## src/rtl/or1200_reg128_pack.sv

```systemverilog
// Word assembler: gathers BEATS input beats into one OUT_W word and strobes
// it out for a single cycle; supports flush of a partial word and lock back-pressure.
module or1200_reg128_pack #(
  parameter int BEAT_W    = 32,
  parameter int BEATS     = 4,
  parameter int MSB_FIRST = 1,
  localparam int OUT_W    = BEAT_W * BEATS,
  localparam int CNT_W    = $clog2(BEATS)
) (
  input  logic              clk,
  input  logic              rst,
  input  logic              flush,
  input  logic              lock,
  input  logic              in_vld,
  output logic              in_rdy,
  input  logic [BEAT_W-1:0] in_data,
  output logic              out_ce,
  output logic [OUT_W-1:0]  out_data,
  output logic              busy,
  output logic [CNT_W-1:0]  beat_cnt
);

  typedef enum logic [1:0] {IDLE = 2'd0, FILL = 2'd1, COMMIT = 2'd2} state_t;

  state_t             state, state_nx;
  logic [CNT_W-1:0]   cnt, cnt_nx;
  logic [OUT_W-1:0]   asm_buf, asm_nx, data_nx, merged;
  logic               ce_nx, accept, last_beat;

  // Bit offset of assembly slot idx; slot 0 sits at the top when MSB_FIRST.
  function automatic int slot_base(input logic [CNT_W-1:0] idx);
    if (MSB_FIRST != 0) return (BEATS - 1 - int'(idx)) * BEAT_W;
    return int'(idx) * BEAT_W;
  endfunction

  assign in_rdy    = !lock && !flush && (state != COMMIT);
  assign accept    = in_vld && in_rdy;
  assign last_beat = (cnt == CNT_W'(BEATS - 1));
  assign busy      = (state != IDLE);
  assign beat_cnt  = cnt;

  always_comb begin
    merged = asm_buf;
    merged[slot_base(cnt) +: BEAT_W] = in_data;
  end

  always_comb begin
    state_nx = state;
    cnt_nx   = cnt;
    asm_nx   = asm_buf;
    data_nx  = out_data;
    ce_nx    = 1'b0;
    case (state)
      COMMIT: state_nx = IDLE;
      default: begin
        if (flush) begin
          state_nx = IDLE;
          cnt_nx   = '0;
          asm_nx   = '0;
        end else if (accept) begin
          if (last_beat) begin
            state_nx = COMMIT;
            cnt_nx   = '0;
            asm_nx   = '0;
            data_nx  = merged;
            ce_nx    = 1'b1;
          end else begin
            state_nx = FILL;
            cnt_nx   = cnt + CNT_W'(1);
            asm_nx   = merged;
          end
        end
      end
    endcase
  end

  // Register stage: control, assembly buffer and committed word
  always_ff @(posedge clk or negedge rst) begin
    if (!rst) begin
      state    <= IDLE;
      cnt      <= '0;
      asm_buf  <= '0;
      out_data <= '0;
      out_ce   <= 1'b0;
    end else begin
      state    <= state_nx;
      cnt      <= cnt_nx;
      asm_buf  <= asm_nx;
      out_data <= data_nx;
      out_ce   <= ce_nx;
    end
  end

endmodule

```

## config.mk

```make
export PLATFORM = sky130hd
export DESIGN_NAME = or1200_reg128_pack
export DESIGN_NICKNAME = d
export VERILOG_FILES = /design/src/rtl/or1200_reg128_pack.sv
export SDC_FILE = /design/constraint.sdc
export NUM_CORES = 1
export LEC_CHECK = 0
export BUFFER_PORTS_ARGS = -buffer_cell sky130_fd_sc_hd__clkbuf_2
export CORE_ASPECT_RATIO = 0.8
export CORE_MARGIN = 5
export CORE_UTILIZATION = 51
export CTS_CLUSTER_DIAMETER = 40
export DETAILED_ROUTE_END_ITERATION = 10
export GPL_ROUTABILITY_DRIVEN = 0
export PLACE_DENSITY_LB_ADDON = 0.2
export SLEW_MARGIN = 5
export SYNTH_ARGS = -nofsm -noshare
export SYNTH_HDL_FRONTEND = slang
export SYNTH_SLANG_ARGS = --single-unit
```

## constraint.sdc

```tcl
create_clock -name clk -period 1.88 [get_ports clk]
set_input_delay 0.282 -clock clk [delete_from_list [all_inputs] [get_ports clk]]
set_output_delay 0.282 -clock clk [all_outputs]
set_load 0.02 [all_outputs]
```

== After elaboration in Yosys (flattened, before gate mapping) ==
Cells that the tools add are included.
Cells by class
  add/sub/neg operators: 3
  equality and inequality tests: 3
  shift-type cells: 2
  mux-type cells: 15
  bitwise gates (word level): 2
  reduce and logical (&&, ||, !) cells: 10
Operators with widths (count)
  $mux 128: 3
  $bwmux 128: 1
  $shift 32x33->128 const A: 1
  $shiftx 32x33->128: 1
  $neg 8->33: 1
  $mux 2: 7
  $eq 2x2->1 const B: 2
  $mux 1: 4
  $reduce_and 4->1: 1
  $reduce_bool 2->1: 2
  $logic_and 1x1->1: 3
  $reduce_bool 3->1: 1
  $sub 2x2->3 const A: 1
  $add 2x1->2 const B: 1
  $logic_not 1->1: 2
  $ne 2x2->1 const B: 1
  $not 1->1: 2
  $reduce_and 2->1: 1
Word-level totals
  register bits: 261
  input port bits: 37
  word-level logic and storage cells: 40

== Logic depth before layout (Yosys ltp) ==
Gate-level depths: netlist (run 1).
  depth in word-level cells: 7
  gate-level depth with buffers: 7

== Worst setup path before layout (run 1) ==
OpenSTA, ideal clock, no wires.
  kind: register to register
  start: register cnt[0] (netlist: beat_cnt[0])
  end: register asm_buf[117]
  library setup time: 0.065 ns
  arrival: 2.090 ns
  data required time: 1.815 ns
  path slack: -0.276 ns
  stages on the path, launching flop included: 7
  period minus slack after synthesis: 2.156 ns
  path through: dfrtp_1 inv_1 ha_1 or4b_1 nor3_4 buf_2 a22o_1
On the way
  longest elaborated chain between the ends: 7
  elaborated cells between the ends (all ways): 9
RTL lines
  from (decl): line 26  | logic [CNT_W-1:0] cnt, cnt_nx;
  from (signal assigned): line 87  | cnt <= cnt_nx;
  $sub 2x2->3: line 32  | if (MSB_FIRST != 0) return (BEATS - 1 - int'(idx)) * BEAT_W;
  $neg 8->33: line 44  | merged[slot_base(cnt) +: BEAT_W] = in_data;
  $shiftx 32x33->128 or $shift 32x33->128 (tied branches): line 44
  $bwmux 128: line 44
  $mux 128 (*): line 61  | if (last_beat) begin
  $mux 128 (*): line 60  | end else if (accept) begin
  $mux 128 (*): line 56  | if (flush) begin
  to (signal assigned): line 88  | asm_buf <= asm_nx;
  to (decl): line 27  | logic [OUT_W-1:0] asm_buf, asm_nx, data_nx, merged;
Every way passes the cells marked *; elsewhere a longest branch is shown, timed or not. The select of a mux whose other input is x is not followed.
A chain may end at the register's enable or synchronous reset.

== Worst setup path in the final report (run 1) ==
  start: register cnt[0] (netlist: beat_cnt[0])
  end: register asm_buf[49]
Same word-level chain as after synthesis.

==> results of run 1 <==
[kinds of logic (layout without fill, tap and decap cells)]
logic type                 Yosys count  after routing
muxes                               65             65
adders and majority gates            5              5
AOI/OAI and AO/OA                  200            200
buffers and inverters               70            295
DFF                                261            261
and+or+nand+nor                    151            151
[timing repair]
action	CTS	global route
hold buffers	1	0
pin swaps	3	3
setup buffers	5	4
gates cloned	3	9
hold endpoints to repair	59	0
endpoints found under the setup margin	145	185
resized for setup	9	56
[stage by stage]
stage                     total power [mW]  hold WS [ns]  setup slack, ns  instances
after floorplan                       6.29       -0.0136         0.000490        752
after global placement                6.74         0.269           0.0129       1157
after detailed placement              6.77         0.279          -0.0709       1157
after CTS                             13.6        0.0583          -0.0295       1228
after global routing                  13.9        0.0822           -0.117       1241
final                                 13.5        0.0812          -0.0738       1241
[Yosys cell counts, types with 3 or more instances]
cell,count
a22o_1,128
and2_1,32
buf_2,14
buf_4,9
buf_6,3
clkbuf_1,40
dfrtp_1,261
ha_1,5
inv_1,3
mux2_2,65
nor2_1,3
nor2b_1,98
nor3_4,3
o211ai_1,3
o32a_1,64
or3_1,3
[power by group through the flow]
stage	Clock, mW	Combinational (mW)	Sequential, mW
finish	6.85	0.865	5.83
global route	7.18	0.933	5.84
CTS	6.93	0.852	5.83
detailed placement	0	0.843	5.93
global placement	0	0.818	5.92
floorplan	0	0.285	6.01
[worst max path at each step]
| stage | endpoint | slack [ns] | cells past startpoint | startpoint |
|---|---|---|---|---|
| after CTS | asm_buf[121] | -0.03 | 6 | beat_cnt[1] |
| after floorplan | asm_buf[100] | 0.0005 | 5 | beat_cnt[0] |
| after global routing | asm_buf[97] | -0.12 | 7 | beat_cnt[1] |
| after global placement | out_data[17] | 0.01 | 5 | beat_cnt[1] |
| final | asm_buf[49] | -0.07 | 6 | beat_cnt[0] |
| after detailed placement | out_data[15] | -0.07 | 5 | beat_cnt[1] |
[registers in the layout (all words and copies together) (netlist names)]
register / count
asm_buf: 128
out_data: 128
beat_cnt: 2
state: 2
out_ce: 1
[critical path: cells and delay by family, from the launching register on]
kind | cells | cell delay [ns]
adder cells (fa/ha/maj) | 1 | 0.20
flip-flops | 1 | 0.45
AO/OA/AOI/OAI | 1 | 0.14
buffers and inverters | 2 | 0.32
AND/OR/NAND/NOR | 2 | 0.79
[final cells by class]
| type | instances | share of cell area [%] |
|---|---|---|
| clock buffer | 47 | 7.53 |
| clock inverter | 15 | 1.44 |
| inverter | 3 | 0.100 |
| multi-input combinational | 421 | 28.1 |
| sequential | 261 | 47.6 |
| tap | 264 | 2.41 |
| timing repair buffer | 230 | 12.8 |
[routing by layer]
layer	global-route usage [%]	wire length [um]	vias up
li1	-	-	3210
met1	33.7	12700	3918
met2	36.8	14000	286
met3	4.47	2020	46
met4	5.71	529	0
met5	0	0	-
==> run_results.csv, run 1 <==
group,metric,value,unit
pwr,ir_worst_vdd,542,uV
synth,ys_types,32,
final_layout,fillers,1407,
clocking,clockBufferDepth,3,
synth,synth_top_family_by_area,"compound AO/OA/AOI/OAI gates",
final_layout,seq_area,0.00653,sq mm
sta,rsz0062_at_grt,"true",
synth,async_flop_share,100,%
flow_run,maxCapViolCount,0,
synth,netlist_area,0.0105,sq mm
pwr,pwr-share-clk,50.6,%
grt,grt_antenna_before_repair,0,
worst_setup_path,worstSetupPathType,"reg2reg",
synth,synth_edf_count,0,
grt,grt_pass1_wl,44000,um
pwr,powerDensity,987,mW/mm^2
worst_setup_path,worst-path-max-fanout,8,
final_layout,design_area,0.0137,sq mm
drt,finalWirelength,29200,um
synth,yosysWarnings,0,
synth,synth.net_count,794,
sta,min_period,1.95,ns
min_path,hold_class,"in2reg",
synth,synthFlopType,"dfrtp_1",
sta,final.period_utilization,104,%
grt,grt_use_total,23.3,%
synth,synth-compound-area-share,17.4,%
clocking,clock_sinks,261,
pwr,p_int,10.4,mW
worst_setup_path,crit_required,2.31,ns
placement,dp_hpwl,18100,um
sta,fin_setup_tns,-3.23,ns
min_path,min_path_cells,2,
final_layout,antenna_cells,0,
min_path,hold_end,"asm_buf[58]",
sta,hold_viol,0,
grt,grt_max_degree,67,
final_layout,final_cell_mix,"dfrtp_1, clkbuf_2, a22o_1",
worst_setup_path,rrSetupSlack,-0.07,ns
synth,ys_seq_elements,261,
final_layout,final_common_cell,"dfrtp_1",
worst_setup_path,crit_path_max_incr_delay,0.55,ns
drt,wire_per_inst,23.6,um
synth,yosys.area_share.simple,9.53,%
final_layout,syn2layout_area_growth,30.9,%
final_layout,fin_util,68.5,%
status,status,"complete, but fails checks",
worst_setup_path,crit_slowest_cell,"or4b_4",
sta,fin_ws,-0.0738,ns
sta,slew_viol_final,0,
die,die_w,170,um
pwr,combPwrFrac,6.4,%
worst_setup_path,start_kind,"flop",
synth,synth_area_leaders,"dfrtp_1, a22o_1, mux2_2",
clocking,cts_buffers,34,
min_path,min-delay-start,"in_data[26]",
synth,synthAdderAreaFrac,0.597,%
sta,setup_viol,101,
worst_setup_path,cp.arrival,2.39,ns
drt,via_per_inst,6.01,
placement,placed_cell_area,0.0119,sq mm
sta,slew_headroom,63.5,%
die,die_area,0.0235,sq mm
grt,grt_pass1_vias,7700,
die,die_y,138,um
clocking,cts.clk_slew.worst_paths,0.06,ns
sta,tightest_slew,0.548,ns
pwr,swShare,22.8,%
synth,seq_area_frac_synth,62.3,%
pwr,p_switching,3.09,mW
worst_setup_path,reg2reg_depth,6,
drt,ant_nets,0,
drt,drc,0,
drt,initialDrtViolationCount,708,
grt,overflow,0,
synth,yosys.area.top_type_share,62.3,%
synth,synth.area.mux_share,6.98,%
drt,dr.pass1.iters,5,
worst_setup_path,crit_path_end_kind,"flop",
sta,fin_skew,0.0226,ns
synth,avgSynthCellArea,13.9,sq um
clocking,insertion_delay,0.50,ns
worst_setup_path,worstPathCellList,"ha_4, or4b_4, nor3_4, buf_12, clkbuf_16, a22o_1",
final_layout,nNetsFinal,993,
die,io_pins,170,
sta,fmax,512,MHz
pwr,seq_power_share,43.1,%
clocking,cts_tree,"done",
pwr,p_leak,6.90,nW
final_layout,multi_input_area,0.00385,sq mm
placement,io_buffers,169,
clocking,h-tree-depth,2,
drt,vias,7460,
die,initial_core_util,52.3,%
synth,yosysTopAreaCell,"dfrtp_1",
die,core-area,0.0200,sq mm
synth,synth_xor_area_share,0,%
clocking,root_buffer,"clkbuf_16",
final_layout,drive_gt1_share,38.2,%
die,num_rows,46,
worst_setup_path,r2r-end,"asm_buf[49]",
worst_setup_path,r2r_start,"beat_cnt[0]",
synth,synth_cells,752,
status,violations,"setup timing",
(Power assumes the default switching activity.)
==> run 2, diff against run 1 <==
Settings changed: CORE_UTILIZATION 51 to 53, CTS_BUF_LIST set to sky130_fd_sc_hd__clkbuf_4 sky130_fd_sc_hd__clkbuf_8.
==> run 2 against run 1 <==
Compared with the run above:
- the flow still finishes with violations (setup timing)
- combinational power about the same
- worst setup slack better by 0.038 ns
- clock power down 28%
- die area down 3.5%
- power down 14%
- sequential power about the same
- clock skew down 0.0042 ns
- non-clock buffer count up 5
- flip-flop and latch count unchanged
- global-route usage up 0.45 points
- routed wire length down 4.3%
==> run_results.csv, run 2 (synthesis gave the netlist of run 1 again) <==
group,metric,value,unit
worst_setup_path,critical_path_cell_count,6,
sta,slew_headroom,68.9,%
drt,dr.pass1.iters,5,
grt,grt_use_total,23.8,%
sta,hold_viol,0,
pwr,p_int,8.81,mW
grt,grt_max_degree,67,
pwr,powerDensity,873,mW/mm^2
drt,wire_per_inst,22.3,um
pwr,fin_total_pwr,11.6,mW
clocking,clockBufferDepth,3,
clocking,root_buffer,"clkbuf_8",
sta,min_period,1.92,ns
worst_setup_path,worst-path-max-fanout,8,
worst_setup_path,crit_path_end_kind,"flop",
final_layout,final_common_cell,"dfrtp_1",
sta,rsz0062_at_grt,"true",
sta,fmax,522,MHz
final_layout,syn2layout_area_growth,26.9,%
grt,grt_antenna_before_repair,0,
clocking,cts_buffers,42,
grt,grt_pass1_wl,43300,um
drt,vias,7451,
worst_setup_path,cp_top_family,"simple AND/OR/NAND/NOR gates",
die,core-area,0.0196,sq mm
flow_run,maxCapViolCount,0,
placement,dp_hpwl,18300,um
die,io_pins,170,
drt,drc,0,
worst_setup_path,crit_slowest_cell,"or4b_4",
pwr,swShare,24.2,%
grt,overflow,0,
status,status,"complete, but fails checks",
worst_setup_path,reg2reg_depth,6,
grt,grt_pass1_vias,7741,
worst_setup_path,crit_path_max_incr_delay,0.55,ns
placement,io_buffers,169,
pwr,pwr-share-clk,42.4,%
worst_setup_path,cp.arrival,2.39,ns
sta,fin_ws,-0.0355,ns
min_path,min_path_cells,2,
die,die_w,167,um
worst_setup_path,worstSetupPathType,"reg2reg",
final_layout,fin_util,67.8,%
die,initial_core_util,53.4,%
drt,via_per_inst,5.93,
pwr,ir_worst_vdd,443,uV
pwr,p_leak,6.76,nW
final_layout,antenna_cells,0,
pwr,seq_power_share,50.2,%
worst_setup_path,crit_required,2.35,ns
clocking,cts_tree,"done",
die,die_y,136,um
sta,tightest_slew,0.467,ns
final_layout,drive_gt1_share,39.4,%
clocking,h-tree-depth,2,
sta,setup_viol,47,
final_layout,nNetsFinal,1006,
worst_setup_path,worstPathCellList,"ha_4, or4b_4, nor3_4, buf_6, clkbuf_16, a22o_1",
final_layout,largestRegisters,"asm_buf x128, out_data x128",
placement,pre_cts_ws,-0.0411,ns
status,violations,"setup timing",
drt,finalWirelength,28000,um
min_path,hold_class,"in2reg",
worst_setup_path,start_kind,"flop",
clocking,clock_sinks,261,
drt,ant_nets,0,
clocking,insertion_delay,0.54,ns
sta,fin_skew,0.0184,ns
clocking,cts.clk_slew.worst_paths,0.06,ns
pwr,combPwrFrac,7.4,%
drt,initialDrtViolationCount,571,
die,num_rows,46,
worst_setup_path,path_buf_inv,2,
final_layout,final_cell_mix,"dfrtp_1, clkbuf_2, a22o_1",
sta,final.period_utilization,102,%
pwr,p_switching,2.81,mW
die,die_area,0.0227,sq mm
sta,slew_viol_final,0,
-- run 2: through the flow --
stage / TNS (ns) / instance area (sq um) / std cells / hold WS [ns]
finish: -0.702 / 13300 / 1256 / 0.0475
global route: -10.78 / 13300 / 1256 / 0.0333
CTS: -0.297 / 12900 / 1243 / 0.0233
detailed placement: -1.11 / 12000 / 1165 / 0.211
global placement: 0 / 12000 / 1165 / 0.205
floorplan: 0 / 10600 / 752 / -0.0136
-- run 2: what timing repair did --
action	4_1_cts	5_1_grt
pin swaps	2	7
hold endpoints to repair	50	0
gates resized for setup	16	40
setup buffers	4	8
gates cloned	1	6
setup endpoints to repair	79	173
hold buffers	1	0
-- run 2: final timing paths --
path / end / slack, ns / from
setup / recovery: asm_buf[74] / -0.04 / beat_cnt[0]
hold / removal: asm_buf[109] / 0.05 / in_data[13]
setup reg to reg: asm_buf[74] / -0.04 / beat_cnt[0]
hold reg to reg: asm_buf[30] / 0.48 / asm_buf[30]
max in group asynchronous: out_data[37] / 0.95 / rst
min in group asynchronous: out_data[29] / 0.25 / rst
-- run 2: final cells by class --
| cell class | count | area (sq um) |
|---|---|---|
| timing repair buffer | 235 | 1740 |
| clock buffer | 67 | 828 |
| fill | 1395 | 6330 |
| sequential | 261 | 6530 |
| tap | 264 | 330 |
| multi-input combinational | 421 | 3830 |
| inverter | 3 | 13.8 |
| clock inverter | 5 | 27.5 |
-- run 2: metal layers --
metal	track usage, %	share of wire (%)
met1	33.8	45
met2	37.1	47
met3	5.48	6.2
met4	7.17	2.3
met5	0	0
-- run 2: power groups by stage --
stage,logic [mW],clock network [mW],registers (mW)
6_report,0.862,4.93,5.83
5_1_grt,0.931,5.29,5.84
4_1_cts,0.867,5.01,5.83
3_5_place_dp,0.856,0,5.93
3_3_place_gp,0.829,0,5.92
2_1_floorplan,0.285,0,6.01
==> run 3, diff against run 2 <==
Settings changed: SKIP_LAST_GASP set to 1.
==> run 3 against run 2 <==
Compared with the run above:
- largest power group unchanged
- highest routed layer unchanged
- the flow still finishes with violations (setup timing)
- utilization shrank 0.22 points
- register-to-register slack lost 0.02 ns
- clock skew increased by 0.0028 ns
==> run_results.csv, run 3 (synthesis gave the netlist of run 1 again) <==
group,metric,value,unit
final_layout,fillers,1384,
min_path,min-delay-start,"in_data[13]",
placement,dpl.cell_count,1165,
final_layout,stdcell_count,1257,
worst_setup_path,reg2reg_depth,6,
grt,overflow,0,
die,die_area,0.0227,sq mm
pwr,seq_power_share,50.2,%
final_layout,syn2layout_area_growth,26.5,%
placement,dp_hpwl,18300,um
grt,grt_antenna_before_repair,0,
final_layout,antenna_cells,0,
sta,fin_ws,-0.0578,ns
drt,finalWirelength,28100,um
grt,grt_use_total,23.7,%
die,io_pins,170,
grt,grt_max_degree,67,
die,die_w,167,um
placement,placed_cell_area,0.0120,sq mm
clocking,clockBufferDepth,3,
status,status,"complete, but fails checks",
worst_setup_path,rrSetupSlack,-0.06,ns
die,num_rows,46,
drt,dr.pass1.iters,4,
pwr,combPwrFrac,7.4,%
sta,slew_viol_final,0,
pwr,powerDensity,876,mW/mm^2
status,violations,"setup timing",
clocking,root_buffer,"clkbuf_8",
final_layout,drive_gt1_share,39.5,%
pwr,pwr-share-clk,42.4,%
die,core-area,0.0196,sq mm
final_layout,design_area,0.0133,sq mm
pwr,p_int,8.81,mW
worst_setup_path,crit_path_end_kind,"flop",
pwr,swShare,24.2,%
worst_setup_path,start_kind,"flop",
clocking,clock_sinks,261,
die,initial_core_util,53.4,%
placement,io_buffers,169,
drt,ant_nets,0,
worst_setup_path,crit_end,"out_data[9]",
placement,pre_cts_ws,-0.0411,ns
pwr,p_switching,2.81,mW
drt,initialDrtViolationCount,528,
sta,min_period,1.94,ns
clocking,cts_buffers,42,
final_layout,final_common_cell,"dfrtp_1",
worst_setup_path,worstSetupPathType,"reg2reg",
worst_setup_path,crit_required,2.28,ns
final_layout,largestRegisters,"asm_buf x128, out_data x128",
flow_run,maxCapViolCount,0,
drt,via_per_inst,5.88,
drt,vias,7397,
pwr,fin_total_pwr,11.6,mW
sta,rsz0062_at_grt,"true",
worst_setup_path,crit_start,"beat_cnt[0]",
sta,fmax,516,MHz
sta,slew_headroom,68.2,%
pwr,ir_worst_vdd,442,uV
pwr,p_leak,6.76,nW
worst_setup_path,worst-path-max-fanout,12,
die,die_y,136,um
clocking,cts.clk_slew.worst_paths,0.06,ns
worst_setup_path,r2r_start,"beat_cnt[0]",
clocking,cts_tree,"done",
sta,fin_skew,0.0212,ns
sta,tightest_slew,0.477,ns
final_layout,final_cell_mix,"dfrtp_1, clkbuf_2, a22o_1",
sta,hold_viol,0,
sta,setup_viol,65,
drt,wire_per_inst,22.4,um
sta,final.period_utilization,103,%
min_path,hold_class,"in2reg",
grt,grt_pass1_vias,7761,
final_layout,nNetsFinal,1007,
grt,grt_pass1_wl,43200,um
worst_setup_path,cp.arrival,2.34,ns
clocking,h-tree-depth,2,
worst_setup_path,r2r-end,"out_data[9]",
clocking,insertion_delay,0.54,ns
drt,drc,0,
==> run 3: cell types whose count changed in the layout (fill, tap and decap cells not counted) <==
cell | previous run | this run
buf_6 | 10 | 9
mux2_2 | 28 | 44
clkbuf_16 | 6 | 7
nor2b_2 | 0 | 1
mux2_4 | 37 | 21
buf_4 | 31 | 32
nor2b_4 | 1 | 0
==> run 3: how the worst min path moves through the flow <==
stage / endpoint / slack, ns / cells past startpoint
after floorplan: asm_buf[0] / -0.01 / 0
after global placement: out_data[30] / 0.21 / 1
after detailed placement: out_data[29] / 0.21 / 1
after CTS: asm_buf[73] / 0.02 / 2
after global routing: asm_buf[45] / 0.03 / 2
final: asm_buf[109] / 0.05 / 2
==> run 3: final cells by class <==
type,count,area [sq um],share of cell area (%)
flip-flops and latches,261,6530,49.3
multi-input cells,421,3760,28.4
repair buffers,236,1760,13.3
clock buffers,67,828,6.25
well taps,264,330,2.49
clock inverters,5,27.5,0.208
inverters,3,13.8,0.104
==> run 3: critical path, stage by stage, from the launching register on <==
cell     delay (ns)
dfrtp_2        0.44
ha_4           0.19
and3b_1        0.19
nor3b_4        0.26
buf_6          0.20
buf_12         0.16
mux2_2         0.35
==> run 3: power by group through the flow <==
| stage | registers [mW] | clock network (mW) | logic, mW |
|---|---|---|---|
| 6_report | 5.83 | 4.93 | 0.863 |
| 3_5_place_dp | 5.93 | 0 | 0.856 |
| 4_1_cts | 5.83 | 5.01 | 0.867 |
| 2_1_floorplan | 6.01 | 0 | 0.285 |
| 3_3_place_gp | 5.92 | 0 | 0.829 |
| 5_1_grt | 5.84 | 5.29 | 0.931 |
==> run 3: routing by layer <==
| metal | GRT usage (%) | wire (um) | part of all wire [%] | vias up |
|---|---|---|---|---|
| met5 | 0 | 0 | 0 | - |
| met4 | 7.21 | 603 | 2.1 | 0 |
| met3 | 5.69 | 1800 | 6.4 | 51 |
| met2 | 37.1 | 13300 | 47 | 249 |
| met1 | 33.6 | 12500 | 44 | 3867 |
| li1 | - | - | - | 3230 |
==> run 3: what timing repair did <==
action,4_1_cts,5_1_grt
resized for setup,9,29
endpoints found under the setup margin,79,173
cloned,1,7
hold buffers,1,0
buffers inserted,4,8
hold endpoints to repair,50,0
pin swaps,1,5
==> run 3: stage by stage <==
stage / utilization (%) / hold WS (ns) / setup TNS [ns]
2_1_floorplan: - / -0.0136 / 0
3_3_place_gp: 60.9 / 0.205 / 0
3_5_place_dp: 60.9 / 0.211 / -1.11
4_1_cts: 65.8 / 0.0233 / -0.485
5_1_grt: 67.5 / 0.0340 / -12.48
6_report: 67.5 / 0.0473 / -1.52
